<file path="config.mk">
export PLATFORM = sky130hd
export DESIGN_NAME = ride_dispatch_ctrl
export DESIGN_NICKNAME = d
export VERILOG_FILES = /design/src/rtl/ride_pkg.sv /design/src/rtl/ride_phase_timer.sv /design/src/rtl/ride_dispatch_ctrl.sv
export SDC_FILE = /design/constraint.sdc
export NUM_CORES = 1
export LEC_CHECK = 0
export CAP_MARGIN = 30
export CORE_MARGIN = 2
export CORE_UTILIZATION = 44
export DETAILED_ROUTE_END_ITERATION = 10
export PLACE_DENSITY = 0.8
export SLEW_MARGIN = 20
export SYNTH_ARGS = -nofsm -noshare
export SYNTH_HDL_FRONTEND = slang
export SYNTH_SLANG_ARGS = --single-unit
</file>
<file path="constraint.sdc">
create_clock -name clk -period 2.3 [get_ports clk]
set_input_delay 0.23 -clock clk [delete_from_list [all_inputs] [get_ports clk]]
set_output_delay 0.23 -clock clk [all_outputs]
set_load 0.05 [all_outputs]
</file>
<file path="src/rtl/ride_pkg.sv">
// Shared types and constants for the ride dispatch controller: safety FSM
// states, dispatch phases, abort cause codes and small helper functions.
package ride_pkg;

    typedef enum logic [1:0] {
        SAFE_NORMAL   = 2'd0,
        SAFE_WARNING  = 2'd1,
        SAFE_FAULT    = 2'd2,
        SAFE_SHUTDOWN = 2'd3
    } safety_e;

    // Encoding 3'd7 is unused and recovers to PH_ABORT.
    typedef enum logic [2:0] {
        PH_IDLE   = 3'd0,
        PH_LOCK   = 3'd1,
        PH_CHECK  = 3'd2,
        PH_RUN    = 3'd3,
        PH_BRAKE  = 3'd4,
        PH_UNLOAD = 3'd5,
        PH_ABORT  = 3'd6
    } phase_e;

    localparam logic [2:0] ABRT_NONE     = 3'd0;
    localparam logic [2:0] ABRT_LOCK_TO  = 3'd1;
    localparam logic [2:0] ABRT_CHECK_TO = 3'd2;
    localparam logic [2:0] ABRT_FAULT    = 3'd3;
    localparam logic [2:0] ABRT_ESTOP    = 3'd4;
    localparam logic [2:0] ABRT_SHUTDOWN = 3'd5;

    // Resolve simultaneous abort causes: estop > shutdown > fault > lock > check.
    function automatic logic [2:0] abort_cause(input logic estop_c,
                                               input logic shutdown_c,
                                               input logic fault_c,
                                               input logic lock_c,
                                               input logic check_c);
        if (estop_c)         return ABRT_ESTOP;
        else if (shutdown_c) return ABRT_SHUTDOWN;
        else if (fault_c)    return ABRT_FAULT;
        else if (lock_c)     return ABRT_LOCK_TO;
        else if (check_c)    return ABRT_CHECK_TO;
        else                 return ABRT_NONE;
    endfunction

    function automatic int unsigned max_u(input int unsigned a, input int unsigned b);
        return (a > b) ? a : b;
    endfunction

endpackage

</file>
<file path="src/rtl/ride_phase_timer.sv">
// Loadable down-counter for phase durations. Counts down to zero and holds;
// done is high while the count is zero.
module ride_phase_timer #(
    parameter int unsigned WIDTH = 8
) (
    input  logic             clk,
    input  logic             rst_n,
    input  logic             load,
    input  logic [WIDTH-1:0] load_val,
    output logic             done
);

    logic [WIDTH-1:0] count_q, count_d;

    // Reload on request, otherwise decrement until zero.
    always_comb begin
        count_d = count_q;
        if (load) begin
            count_d = load_val;
        end else if (count_q != '0) begin
            count_d = count_q - WIDTH'(1);
        end
    end

    // Counter register.
    always_ff @(posedge clk) begin
        if (!rst_n) begin
            count_q <= '0;
        end else begin
            count_q <= count_d;
        end
    end

    assign done = (count_q == '0);

endmodule

</file>
<file path="src/rtl/ride_dispatch_ctrl.sv">
// Ride dispatch controller: sequences IDLE -> LOCK -> CHECK -> RUN -> BRAKE
// -> UNLOAD with abort handling. All outputs are registered.
// Optional feature: define RIDE_CYCLE_COUNT_EN to build the saturating
// completed-ride counter; otherwise cycle_count is tied to zero.
module ride_dispatch_ctrl
    import ride_pkg::*;
#(
    parameter int unsigned LOCK_TIMEOUT  = 16,
    parameter int unsigned SETTLE_CYCLES = 4,
    parameter int unsigned RUN_CYCLES    = 64,
    parameter int unsigned BRAKE_CYCLES  = 8
) (
    input  logic        clk,
    input  logic        rst_n,
    input  logic [1:0]  safety_state,
    input  logic        start_req,
    input  logic        station_clear,
    input  logic        restraints_locked,
    input  logic        estop,
    input  logic        ack_clear,
    output logic        start_ack,
    output logic [2:0]  phase,
    output logic        motor_en,
    output logic        brake_cmd,
    output logic        lock_cmd,
    output logic        gates_open,
    output logic [2:0]  abort_code,
    output logic [15:0] cycle_count
);

    localparam int unsigned CHECK_TIMEOUT = 4 * SETTLE_CYCLES;
    localparam int unsigned T_MAX = max_u(max_u(LOCK_TIMEOUT, CHECK_TIMEOUT),
                                          max_u(RUN_CYCLES, BRAKE_CYCLES));
    localparam int unsigned TW = $clog2(T_MAX + 1);
    localparam int unsigned SW = $clog2(SETTLE_CYCLES + 1);

    safety_e         safety;
    phase_e          phase_q, phase_d;
    logic [2:0]      abort_q, abort_d, cause;
    logic [SW-1:0]   settle_q, settle_d;
    logic            settle_hit;
    logic            start_ack_q, start_ack_d;
    logic            motor_q, motor_d, brake_q, brake_d;
    logic            lock_q, lock_d, gates_q, gates_d;
    logic            tmr_load, tmr_done;
    logic [TW-1:0]   tmr_val;

    assign safety = safety_e'(safety_state);

    ride_phase_timer #(.WIDTH(TW)) u_timer (
        .clk      (clk),
        .rst_n    (rst_n),
        .load     (tmr_load),
        .load_val (tmr_val),
        .done     (tmr_done)
    );

    // Next phase, abort cause latching and settle counting.
    always_comb begin
        phase_d     = phase_q;
        abort_d     = abort_q;
        start_ack_d = 1'b0;
        settle_d    = '0;
        settle_hit  = 1'b0;
        cause       = ABRT_NONE;
        case (phase_q)
            PH_IDLE: begin
                if (start_req && station_clear && safety == SAFE_NORMAL && !estop) begin
                    start_ack_d = 1'b1;
                    phase_d     = PH_LOCK;
                end
            end
            PH_LOCK: begin
                cause = abort_cause(estop, 1'b0, 1'b0, !restraints_locked && tmr_done, 1'b0);
                if (restraints_locked) phase_d = PH_CHECK;
            end
            PH_CHECK: begin
                if (safety == SAFE_NORMAL) begin
                    settle_d   = settle_q + SW'(1);
                    settle_hit = (settle_q == SW'(SETTLE_CYCLES - 1));
                end
                cause = abort_cause(estop, 1'b0, 1'b0, !restraints_locked, tmr_done && !settle_hit);
                if (settle_hit) phase_d = PH_RUN;
            end
            PH_RUN: begin
                cause = abort_cause(estop, safety == SAFE_SHUTDOWN, safety == SAFE_FAULT, 1'b0, 1'b0);
                if (tmr_done) phase_d = PH_BRAKE;
            end
            PH_BRAKE: begin
                cause = abort_cause(estop, 1'b0, 1'b0, 1'b0, 1'b0);
                if (tmr_done) phase_d = PH_UNLOAD;
            end
            PH_UNLOAD: begin
                cause = abort_cause(estop, 1'b0, 1'b0, 1'b0, 1'b0);
                if (!restraints_locked) phase_d = PH_IDLE;
            end
            PH_ABORT: begin
                if (ack_clear && !estop && (safety == SAFE_NORMAL || safety == SAFE_WARNING)) begin
                    phase_d = PH_UNLOAD;
                end
            end
            default: begin
                phase_d = PH_ABORT;
                abort_d = ABRT_ESTOP;
            end
        endcase
        // cause stays NONE inside ABORT, so a latched code is never overwritten.
        if (cause != ABRT_NONE) begin
            phase_d = PH_ABORT;
            abort_d = cause;
        end
        if (phase_d == PH_IDLE && phase_q != PH_IDLE) abort_d = ABRT_NONE;
    end

    // Phase timer reload on every phase change; loaded with N-1 so expiry
    // at zero gives a phase length of exactly N cycles.
    always_comb begin
        tmr_load = (phase_d != phase_q);
        case (phase_d)
            PH_LOCK:  tmr_val = TW'(LOCK_TIMEOUT - 1);
            PH_CHECK: tmr_val = TW'(CHECK_TIMEOUT - 1);
            PH_RUN:   tmr_val = TW'(RUN_CYCLES - 1);
            PH_BRAKE: tmr_val = TW'(BRAKE_CYCLES - 1);
            default:  tmr_val = '0;
        endcase
    end

    // Actuator commands decoded from the upcoming phase, registered below.
    always_comb begin
        motor_d = (phase_d == PH_RUN);
        brake_d = (phase_d inside {PH_IDLE, PH_BRAKE, PH_UNLOAD, PH_ABORT});
        lock_d  = (phase_d inside {PH_LOCK, PH_CHECK, PH_RUN, PH_BRAKE, PH_ABORT});
        gates_d = (phase_d inside {PH_IDLE, PH_UNLOAD});
    end

    // State and output registers.
    always_ff @(posedge clk) begin
        if (!rst_n) begin
            phase_q     <= PH_IDLE;
            abort_q     <= ABRT_NONE;
            settle_q    <= '0;
            start_ack_q <= 1'b0;
            motor_q     <= 1'b0;
            brake_q     <= 1'b1;
            lock_q      <= 1'b0;
            gates_q     <= 1'b1;
        end else begin
            phase_q     <= phase_d;
            abort_q     <= abort_d;
            settle_q    <= settle_d;
            start_ack_q <= start_ack_d;
            motor_q     <= motor_d;
            brake_q     <= brake_d;
            lock_q      <= lock_d;
            gates_q     <= gates_d;
        end
    end

    assign phase      = phase_q;
    assign abort_code = abort_q;
    assign start_ack  = start_ack_q;
    assign motor_en   = motor_q;
    assign brake_cmd  = brake_q;
    assign lock_cmd   = lock_q;
    assign gates_open = gates_q;

`ifdef RIDE_CYCLE_COUNT_EN
    logic [15:0] count_q, count_d;
    logic        from_brake_q, from_brake_d;

    // Remember whether UNLOAD was entered from BRAKE; count saturating rides.
    always_comb begin
        from_brake_d = (phase_q == PH_UNLOAD) ? from_brake_q : (phase_q == PH_BRAKE);
        count_d      = count_q;
        if (phase_q == PH_UNLOAD && phase_d == PH_IDLE && from_brake_q && count_q != 16'hFFFF) begin
            count_d = count_q + 16'd1;
        end
    end

    // Ride counter registers.
    always_ff @(posedge clk) begin
        if (!rst_n) begin
            count_q      <= '0;
            from_brake_q <= 1'b0;
        end else begin
            count_q      <= count_d;
            from_brake_q <= from_brake_d;
        end
    end

    assign cycle_count = count_q;
`else
    assign cycle_count = 16'h0000;
`endif

endmodule

</file>
Word-level counts from Yosys, hierarchy flattened
Cells that the tools add are included.
- add/sub/neg operators: 2
- equal/unequal tests: 18
- multiplexer cells: 27
- bitwise logic cells: 1
- reduce and logical (&&, ||, !) cells: 29
- operators by type and width (operator ; count):
    $mux 3 ; 15
    $pmux 3 s7 ; 1
    $eq 3x3->1 const B ; 6
    $pmux 6 s3 ; 1
    $eq 3x2->1 const B ; 5
    $mux 7 ; 2
    $pmux 3 s4 ; 1
    $logic_and 1x1->1 ; 8
    $logic_not 7->1 ; 1
    $reduce_bool 7->1 ; 1
    $reduce_or 7->1 ; 1
    $sub 7x1->7 const B ; 1
    $eq 3x1->1 const B ; 2
    $logic_not 3->1 ; 2
    $mux 2 ; 3
    $reduce_bool 3->1 ; 2
    $reduce_or 2->1 ; 3
    $reduce_bool 5->1 ; 1
    $eq 2x2->1 const B ; 2
    $mux 1 ; 4
    $reduce_bool 2->1 ; 2
    $reduce_bool 4->1 ; 1
    $add 3x1->3 const B ; 1
    $logic_not 1->1 ; 3
    8 further kinds ; 8
- register bits after elaboration: 21
- input port bits: 9
- output and inout port bits: 27

Logic depth before layout (Yosys ltp)
Gate-level depths: netlist of run 1.
- word-level depth: 15
- gate-level depth with buffers: 11

Hierarchy
A second synthesis of run 1 with hierarchy kept.
- cell total of the unflattened synthesis: 160
- area, all modules: 1426.4 sq um
- by module, submodules not included (module ; times used ; cells an instance ; area each (sq um) ; sequential area each (sq um)):
    ride_dispatch_ctrl ; 1 ; 116 ; 1014.7 ; 280.3
    ride_phase_timer ; 1 ; 44 ; 411.6 ; 140.1

Least setup slack after synthesis of run 1
Ideal clock, no wire load.
- kind: register to register
- start: reg phase_q[1], in the netlist phase[1]
- end: reg u_timer.count_q[4]
- library setup time: 0.123 ns
- arrival: 2.627 ns
- data required time: 2.177 ns
- path slack: -0.450 ns
- stages on the path, launching flop included: 10
- path buffers: 2
- cell sequence: dfxtp_1 > buf_4 > nor2b_1 > a21oi_1 > o2bb2ai_1 > nor2_1 > a21oi_1 > or4b_4 > buf_6 > mux2_1
- word-level cells in the longest chain between the ends: 9
- elaborated cells between the ends (all ways): 28
- those cells by class: 11 x eq/ne; 12 x mux; 5 x reduce/logical
- RTL lines (item ; RTL line ; source):
    start, declared ; ride_dispatch_ctrl.sv:38 ; phase_e phase_q, phase_d;
    start signal, assigned ; ride_dispatch_ctrl.sv:148 ; phase_q <= phase_d;
    $eq 3x3->1 ; ride_dispatch_ctrl.sv:66 ; case (phase_q)
    $reduce_or 2->1 (no source line) ; n/a ;
    $pmux 3 s4 ; ride_dispatch_ctrl.sv:66 ;
    $reduce_bool 3->1 ; ride_dispatch_ctrl.sv:108 ; if (cause != ABRT_NONE) begin
    $mux 3 ; ride_dispatch_ctrl.sv:108 ;
    $eq 3x1->1 / $eq 3x2->1 (equally long branches) ; ride_dispatch_ctrl.sv:119 ; case (phase_d)
    $reduce_or 2->1 (no source line) ; n/a ;
    $pmux 6 s3 ; ride_dispatch_ctrl.sv:119 ;
    $mux 7 ; ride_phase_timer.sv:18 ; if (load) begin
    end signal, assigned ; ride_phase_timer.sv:30 ; count_q <= count_d;
    end, declared ; ride_phase_timer.sv:13 ; logic [WIDTH-1:0] count_q, count_d;
Several ways; a longest one is shown, not always the timed one.
A chain may end at the register's enable or synchronous reset.

Final worst setup path of run 1
- start: reg u_timer.count_q[1]
- end: reg u_timer.count_q[4]
- word-level cells in the longest chain between the ends: 12
- elaborated cells between the ends (all ways): 26
- those cells by class: 1 x add/sub; 5 x eq/ne; 13 x mux; 7 x reduce/logical
- RTL lines (item ; RTL line ; source):
    $logic_not 7->1 ; ride_phase_timer.sv:34 ; assign done = (count_q == '0);
    $logic_and 1x1->1 ; ride_dispatch_ctrl.sv:82 ; cause = abort_cause(estop, 1'b0, 1'b0, !restraints_locked, tmr_done && !settle_hit);
    $mux 2 ; ride_pkg.sv:40 ; else if (check_c) return ABRT_CHECK_TO;
    $mux 2 ; ride_pkg.sv:39 ; else if (lock_c) return ABRT_LOCK_TO;
    $mux 3 ; ride_pkg.sv:36 ; if (estop_c) return ABRT_ESTOP;
    $pmux 3 s4 ; ride_dispatch_ctrl.sv:66 ;
    $reduce_bool 3->1 ; ride_dispatch_ctrl.sv:108 ;
    $mux 3 ; ride_dispatch_ctrl.sv:108 ;
    $eq 3x1->1 / $eq 3x2->1 (equally long branches) ; ride_dispatch_ctrl.sv:119 ;
    $reduce_or 2->1 (no source line) ; n/a ;
    $pmux 6 s3 ; ride_dispatch_ctrl.sv:119 ;
    $mux 7 ; ride_phase_timer.sv:18 ;
Several ways; a longest one is shown, not always the timed one. The select of a mux whose other input is x is not followed.

==> results of run 1 <==
==> flip-flops by register name (all words and copies together) (netlist names) <==
| signal | count |
|---|---|
| lock_cmd | 1 |
| phase | 3 |
| start_ack | 1 |
| gates_open | 1 |
| abort_code | 3 |
| motor_en | 1 |
| brake_cmd | 1 |
| settle_q | 3 |
| u_timer.count_q | 7 |
==> what timing repair did <==
item                       in CTS  in global routing
setup endpoints to repair       9                 11
setup buffers                   2                  2
resized for setup               7                  4
hold buffers                    0                  0
gates cloned                    0                  0
pin swaps                       5                  7
==> final cells by class <==
class | count | area share, %
clock buffers | 3 | 1.15
clock inverters | 1 | 0.255
inverters | 5 | 0.958
multi-input cells | 135 | 47.2
flip-flops and latches | 21 | 22.0
well taps | 44 | 2.81
repair buffers | 60 | 25.6
==> power by group through the flow <==
stage               registers [mW]  clock network, mW  logic, mW
global route                 0.569              0.209       2.37
finish                       0.557              0.186       2.19
CTS                          0.557              0.199       2.12
detailed placement           0.561                  0       2.03
floorplan                    0.722                  0       1.27
global placement             0.560                  0       2.00
==> path summary, 6_finish.rpt <==
path,from,to,depth (start not counted),slack [ns]
setup / recovery,u_timer.count_q[1]$_SDFFE_PN0P_,u_timer.count_q[4]$_SDFFE_PN0P_,9,-0.12
hold reg to reg,settle_q[0]$_SDFF_PN0_,settle_q[0]$_SDFF_PN0_,1,0.43
hold / removal,settle_q[0]$_SDFF_PN0_,settle_q[0]$_SDFF_PN0_,1,0.43
setup reg to reg,u_timer.count_q[1]$_SDFFE_PN0P_,u_timer.count_q[4]$_SDFFE_PN0P_,9,-0.12
==> Yosys cell counts, drive strengths merged, types with 2 or more instances <==
cell type | number | area share [%]
mux2 | 2 | 1.6
nor2 | 19 | 5.1
nor3 | 7 | 2.9
o21ai | 7 | 2.5
nand2b | 2 | 0.89
nor3b | 3 | 2.0
ha | 3 | 2.7
nand3 | 7 | 2.5
dfxtp | 21 | 30
nor2b | 5 | 2.2
inv | 5 | 1.3
a32oi | 2 | 1.3
nand2 | 11 | 3.0
a211oi | 2 | 1.4
a21oi | 10 | 3.6
xor2 | 5 | 3.1
buf | 23 | 12
o32ai | 2 | 1.3
mux2i | 4 | 2.9
xnor2 | 3 | 1.9
clkbuf | 4 | 1.1
nand4 | 2 | 0.89
==> cells by family after synthesis <==
| kind of cell | Yosys count | share of synthesized area, % |
|---|---|---|
| muxes | 6 | 4.47 |
| DFF | 21 | 30.1 |
| xor gates and xnor gates | 8 | 5.01 |
| other | 1 | 0.268 |
| AOI/OAI and AO/OA | 35 | 17.0 |
| and+or+nand+nor | 67 | 26.4 |
| adders and majority gates | 3 | 2.68 |
| buffers and inverters | 32 | 14.1 |
==> metrics by stage <==
step	instances	utilization (%)	worst slack (ns)	hold WS, ns
2_1_floorplan	188	-	-0.156	0.367
3_3_place_gp	261	61.6	-0.386	0.417
3_5_place_dp	261	61.6	-0.353	0.419
4_1_cts	267	63.7	-0.142	0.438
5_1_grt	269	64.7	-0.205	0.458
6_report	269	64.7	-0.122	0.435
==> metal layers <==
layer  part of all wire [%]  GRT usage [%]  vias to the layer above
li1                       -              -                      680
met1                     47           26.5                      657
met2                     47           32.1                       44
met3                    5.0           3.20                        6
met4                    1.4           4.76                        0
met5                      0              0                        -
==> results.py, run 1 <==
metrics = {
    "run_status": {
        "status": "complete, but fails checks",
        "failed_checks": "negative setup slack",
    },
    "synthesis": {
        "syn_avg_cell_area_sq_um": 8.09,
        "ys_types": 52,
        "yosys_register_bits": 21,
        "synthFlopType": "dfxtp_1",
        "synth_seq_area_share_pct": 30.1,
        "syn-cell-area_sq_um": 1400,
        "synth_cells": 173,
        "synth_edf_count": 0,
        "ys_warn_count": 0,
        "synthArstFlopShare_pct": 0,
    },
    "route": {
        "vias_per_cell": 5.16,
        "wl_microns": 3300,
        "drt_first_pass_iters": 5,
        "drc": 0,
        "drt_iter0_drc": 96,
        "postRouteAntennaNets": 0,
        "wire_per_inst_microns": 12.3,
        "vias": 1387,
    },
    "global_route": {
        "grt_pass1_vias": 1217,
        "grt_usage_pct": 19.4,
        "grt_max_degree": 13,
        "grt_pass1_wl_microns": 5330,
        "gr-total-overflow": 0,
        "grt_antenna_before_repair": 0,
    },
    "worst_setup_path": {
        "critPathMaxFanout": 4,
        "required_ns": 2.51,
        "crit_path_start_kind": "flip-flop",
        "cp-end-kind": "flip-flop",
        "crit_buf_inv": 1,
        "cp.arrival_ns": 2.63,
        "path_cells": "inv_2 -> ha_4 -> nor3b_4 -> nand2_2 -> a21o_1 -> a211oi_2 -> xnor2_1 -> or4b_4 -> mux2_4",
        "cpLargestDelayFamily": "simple AND/OR/NAND/NOR gates",
        "critPathMaxStageDelay_ns": 0.59,
        "slowest_stage": "or4b_4",
        "path_class": "reg -> reg",
    },
    "pwr": {
        "cellPowerDensity_nw_per_um2": 1500,
        "p_switching_mw": 1.34,
        "p_clk_share_pct": 6.3,
        "leakage_nw": 0.841,
        "p_seq_share_pct": 19.0,
        "power_mw": 2.94,
        "ir_worst_vdd_mv": 0.588,
        "sw_frac_of_total_pct": 45.7,
        "p_comb_share_pct": 74.7,
        "p_int_mw": 1.59,
    },
    "clock_network": {
        "clk_latency_ns": 0.31,
        "htreeDepth": 1,
        "cts_tree": "built",
        "cts_buffer_depth": 2,
        "cts.reportedPaths.clkPinSlew_ns": 0.13,
        "cts_made_buffers": 3,
        "ctsRootBufferMaster": "clkbuf_4",
        "cts_sinks": 21,
    },
    "finish": {
        "diodes": 0,
        "final_common_cell": "buf_4",
        "final_area_sq_um": 1960,
        "fill_cells": 259,
        "ff_latch_area_sq_um": 432,
        "drive_gt1_share_pct": 32.9,
        "layout_common_cells": "buf_4, clkdlybuf4s50_1, nor2_1, conb_1, dfxtp_1",
        "syn_to_final_growth_pct": 40.1,
        "fin_nets": 238,
        "multi_input_area_sq_um": 925,
    },
    "sta": {
        "finalMaxSlewViolations": 0,
        "fmax_mhz": 413,
        "fin_crit_sh_pct": 105,
        "worst_pin_slew_ns": 0.501,
        "rsz0062_at_grt": "true",
        "relSlewSlack_pct": 66.5,
        "fin_setup_tns_ns": -0.569,
        "hold_viol": 0,
        "setup_viol": 6,
        "finalClockSkew_ns": 0.0100,
        "setup_ws_ns": -0.122,
        "finalCriticalPeriod_ns": 2.42,
    },
    "run": {
        "drv_cap": 0,
    },
    "floorplanning": {
        "die_w_microns": 60.4,
        "ioPinCount": 36,
        "die_y_microns": 60.4,
        "die_area_sq_um": 3650,
        "start_util_pct": 46.2,
        "core_region_area_sq_um": 3030,
        "num_rows": 20,
    },
    "place": {
        "gp_congestion": 0.903,
        "place_area_sq_um": 1860,
        "hpwlAfterDp_microns": 2620,
        "numPortBuffers": 19,
    },
    "worst_hold_path": {
        "hp-class": "reg -> reg",
    },
}
No activity file was read; power rests on OpenSTA's default activity.
==> run 2, diff against run 1 <==
Settings changed: SKIP_CTS_REPAIR_TIMING from default to 1.
==> run 2 against run 1 <==
  * The flow still finishes with violations (negative setup slack)
  * Register-to-register slack got worse by 0.02 ns
  * Worst hold slack about the same
  * Final cell count decreased by 1.1%
  * Sequential power about the same
  * Routed wire length increased by 1.3%
  * Cell area decreased by 1.0%
==> results.py, run 2 (synthesis gave the netlist of run 1 again) <==
metrics = {
    "pwr": {
        "ir_worst_vdd_mv": 0.544,
        "p_seq_share_pct": 19.3,
        "p_comb_share_pct": 74.2,
        "sw_frac_of_total_pct": 46.3,
        "leakage_nw": 0.828,
        "p_switching_mw": 1.34,
        "p_int_mw": 1.56,
        "p_clk_share_pct": 6.5,
        "cellPowerDensity_nw_per_um2": 1490,
        "power_mw": 2.90,
    },
    "sta": {
        "finalCriticalPeriod_ns": 2.44,
        "finalClockSkew_ns": 0.0133,
        "relSlewSlack_pct": 66.4,
        "fin_crit_sh_pct": 106,
        "rsz0062_at_grt": "true",
        "fmax_mhz": 410,
        "worst_pin_slew_ns": 0.503,
        "hold_viol": 0,
        "finalMaxSlewViolations": 0,
        "setup_ws_ns": -0.140,
        "setup_viol": 6,
        "hold_ws_ns": 0.435,
    },
    "route": {
        "drc": 0,
        "wl_microns": 3350,
        "drt_iter0_drc": 45,
        "drt_first_pass_iters": 4,
        "vias": 1357,
        "wire_per_inst_microns": 12.6,
        "vias_per_cell": 5.10,
        "postRouteAntennaNets": 0,
    },
    "clock_network": {
        "cts_tree": "built",
        "clk_latency_ns": 0.32,
        "cts.reportedPaths.clkPinSlew_ns": 0.13,
        "ctsRootBufferMaster": "clkbuf_4",
        "cts_sinks": 21,
        "cts_made_buffers": 3,
        "htreeDepth": 1,
        "cts_buffer_depth": 2,
    },
    "floorplanning": {
        "die_w_microns": 60.4,
        "num_rows": 20,
        "start_util_pct": 46.2,
        "core_region_area_sq_um": 3030,
        "die_area_sq_um": 3650,
        "die_y_microns": 60.4,
        "ioPinCount": 36,
    },
    "worst_setup_path": {
        "critPathMaxFanout": 4,
        "path_class": "reg -> reg",
        "path_cells": "inv_2 -> ha_4 -> nor3b_4 -> nand2_2 -> a21o_1 -> a211oi_2 -> xnor2_1 -> or4b_4 -> mux2_4",
        "critPathMaxStageDelay_ns": 0.57,
        "cp-end-kind": "flip-flop",
        "cp.arrival_ns": 2.65,
        "slowest_stage": "or4b_4",
        "cpLargestDelayFamily": "simple AND/OR/NAND/NOR gates",
        "crit_buf_inv": 1,
        "crit_path_start_kind": "flip-flop",
        "required_ns": 2.51,
    },
    "place": {
        "hpwlAfterDp_microns": 2620,
        "gp_congestion": 0.903,
        "numPortBuffers": 19,
        "place_area_sq_um": 1860,
        "placedCellCount": 261,
    },
    "global_route": {
        "grt_usage_pct": 19.4,
        "gr-total-overflow": 0,
        "grt_max_degree": 13,
        "grt_pass1_wl_microns": 5320,
        "grt_pass1_vias": 1215,
        "grt_antenna_before_repair": 0,
    },
    "finish": {
        "fill_cells": 260,
        "fin_nets": 235,
        "drive_gt1_share_pct": 32.0,
        "syn_to_final_growth_pct": 38.6,
        "regMostFlops": "u_timer.count_q",
        "final_area_sq_um": 1940,
        "diodes": 0,
        "instances_no_fill": 266,
        "layout_common_cells": "buf_4, clkdlybuf4s50_1, nor2_1, conb_1, dfxtp_1",
        "final_common_cell": "buf_4",
        "postLayoutCoreUtil_pct": 64.0,
        "largest_reg_flops": 7,
    },
    "run_status": {
        "failed_checks": "negative setup slack",
        "status": "complete, but fails checks",
    },
    "worst_hold_path": {
        "hp-class": "reg -> reg",
    },
    "run": {
        "drv_cap": 0,
    },
}
run 2: cell types whose count changed in the layout (fill, tap and decap cells not counted):
cell	previous run	this run
buf_4	40	37
nand2_1	9	10
nand2_2	2	1
nor3_1	6	5
nor3_2	1	2
run 2: layer usage:
layer,vias to the layer above,track usage [%],part of all wire (%)
li1,676,-,-
met1,647,26.7,48
met2,29,31.8,47
met3,5,3.20,3.5
met4,0,4.76,1.3
met5,-,0,0
run 2: power by group through the flow:
stage / Combinational (mW) / Sequential, mW / Clock [mW]
floorplan: 1.27 / 0.722 / 0
global placement: 2.00 / 0.560 / 0
detailed placement: 2.03 / 0.561 / 0
CTS: 2.05 / 0.552 / 0.199
global route: 2.32 / 0.569 / 0.209
finish: 2.15 / 0.559 / 0.189
run 2: cell type report:
type | instances | area, sq um | share of cell area (%)
tap | 44 | 55.1 | 2.84
sequential | 21 | 432 | 22.3
inverter | 5 | 18.8 | 0.968
timing repair buffer | 57 | 479 | 24.7
multi-input combinational | 135 | 927 | 47.8
clock buffer | 3 | 22.5 | 1.16
clock inverter | 1 | 5.00 | 0.258
run 2: path summary, 6_finish.rpt:
| kind | to | start | depth (start not counted) | slack [ns] |
|---|---|---|---|---|
| max | u_timer.count_q[5]$_SDFFE_PN0P_ | u_timer.count_q[0]$_SDFFE_PN0P_ | 9 | -0.14 |
| max reg2reg | u_timer.count_q[5]$_SDFFE_PN0P_ | u_timer.count_q[0]$_SDFFE_PN0P_ | 9 | -0.14 |
| min | settle_q[0]$_SDFF_PN0_ | settle_q[0]$_SDFF_PN0_ | 1 | 0.43 |
| min reg2reg | settle_q[0]$_SDFF_PN0_ | settle_q[0]$_SDFF_PN0_ | 1 | 0.43 |
run 2: stage by stage:
| step | setup TNS [ns] | worst slack [ns] |
|---|---|---|
| 6_report | -0.649 | -0.140 |
| 5_1_grt | -1.34 | -0.243 |
| 4_1_cts | -1.26 | -0.204 |
| 3_5_place_dp | -3.11 | -0.353 |
| 3_3_place_gp | -3.23 | -0.386 |
| 2_1_floorplan | -0.311 | -0.156 |
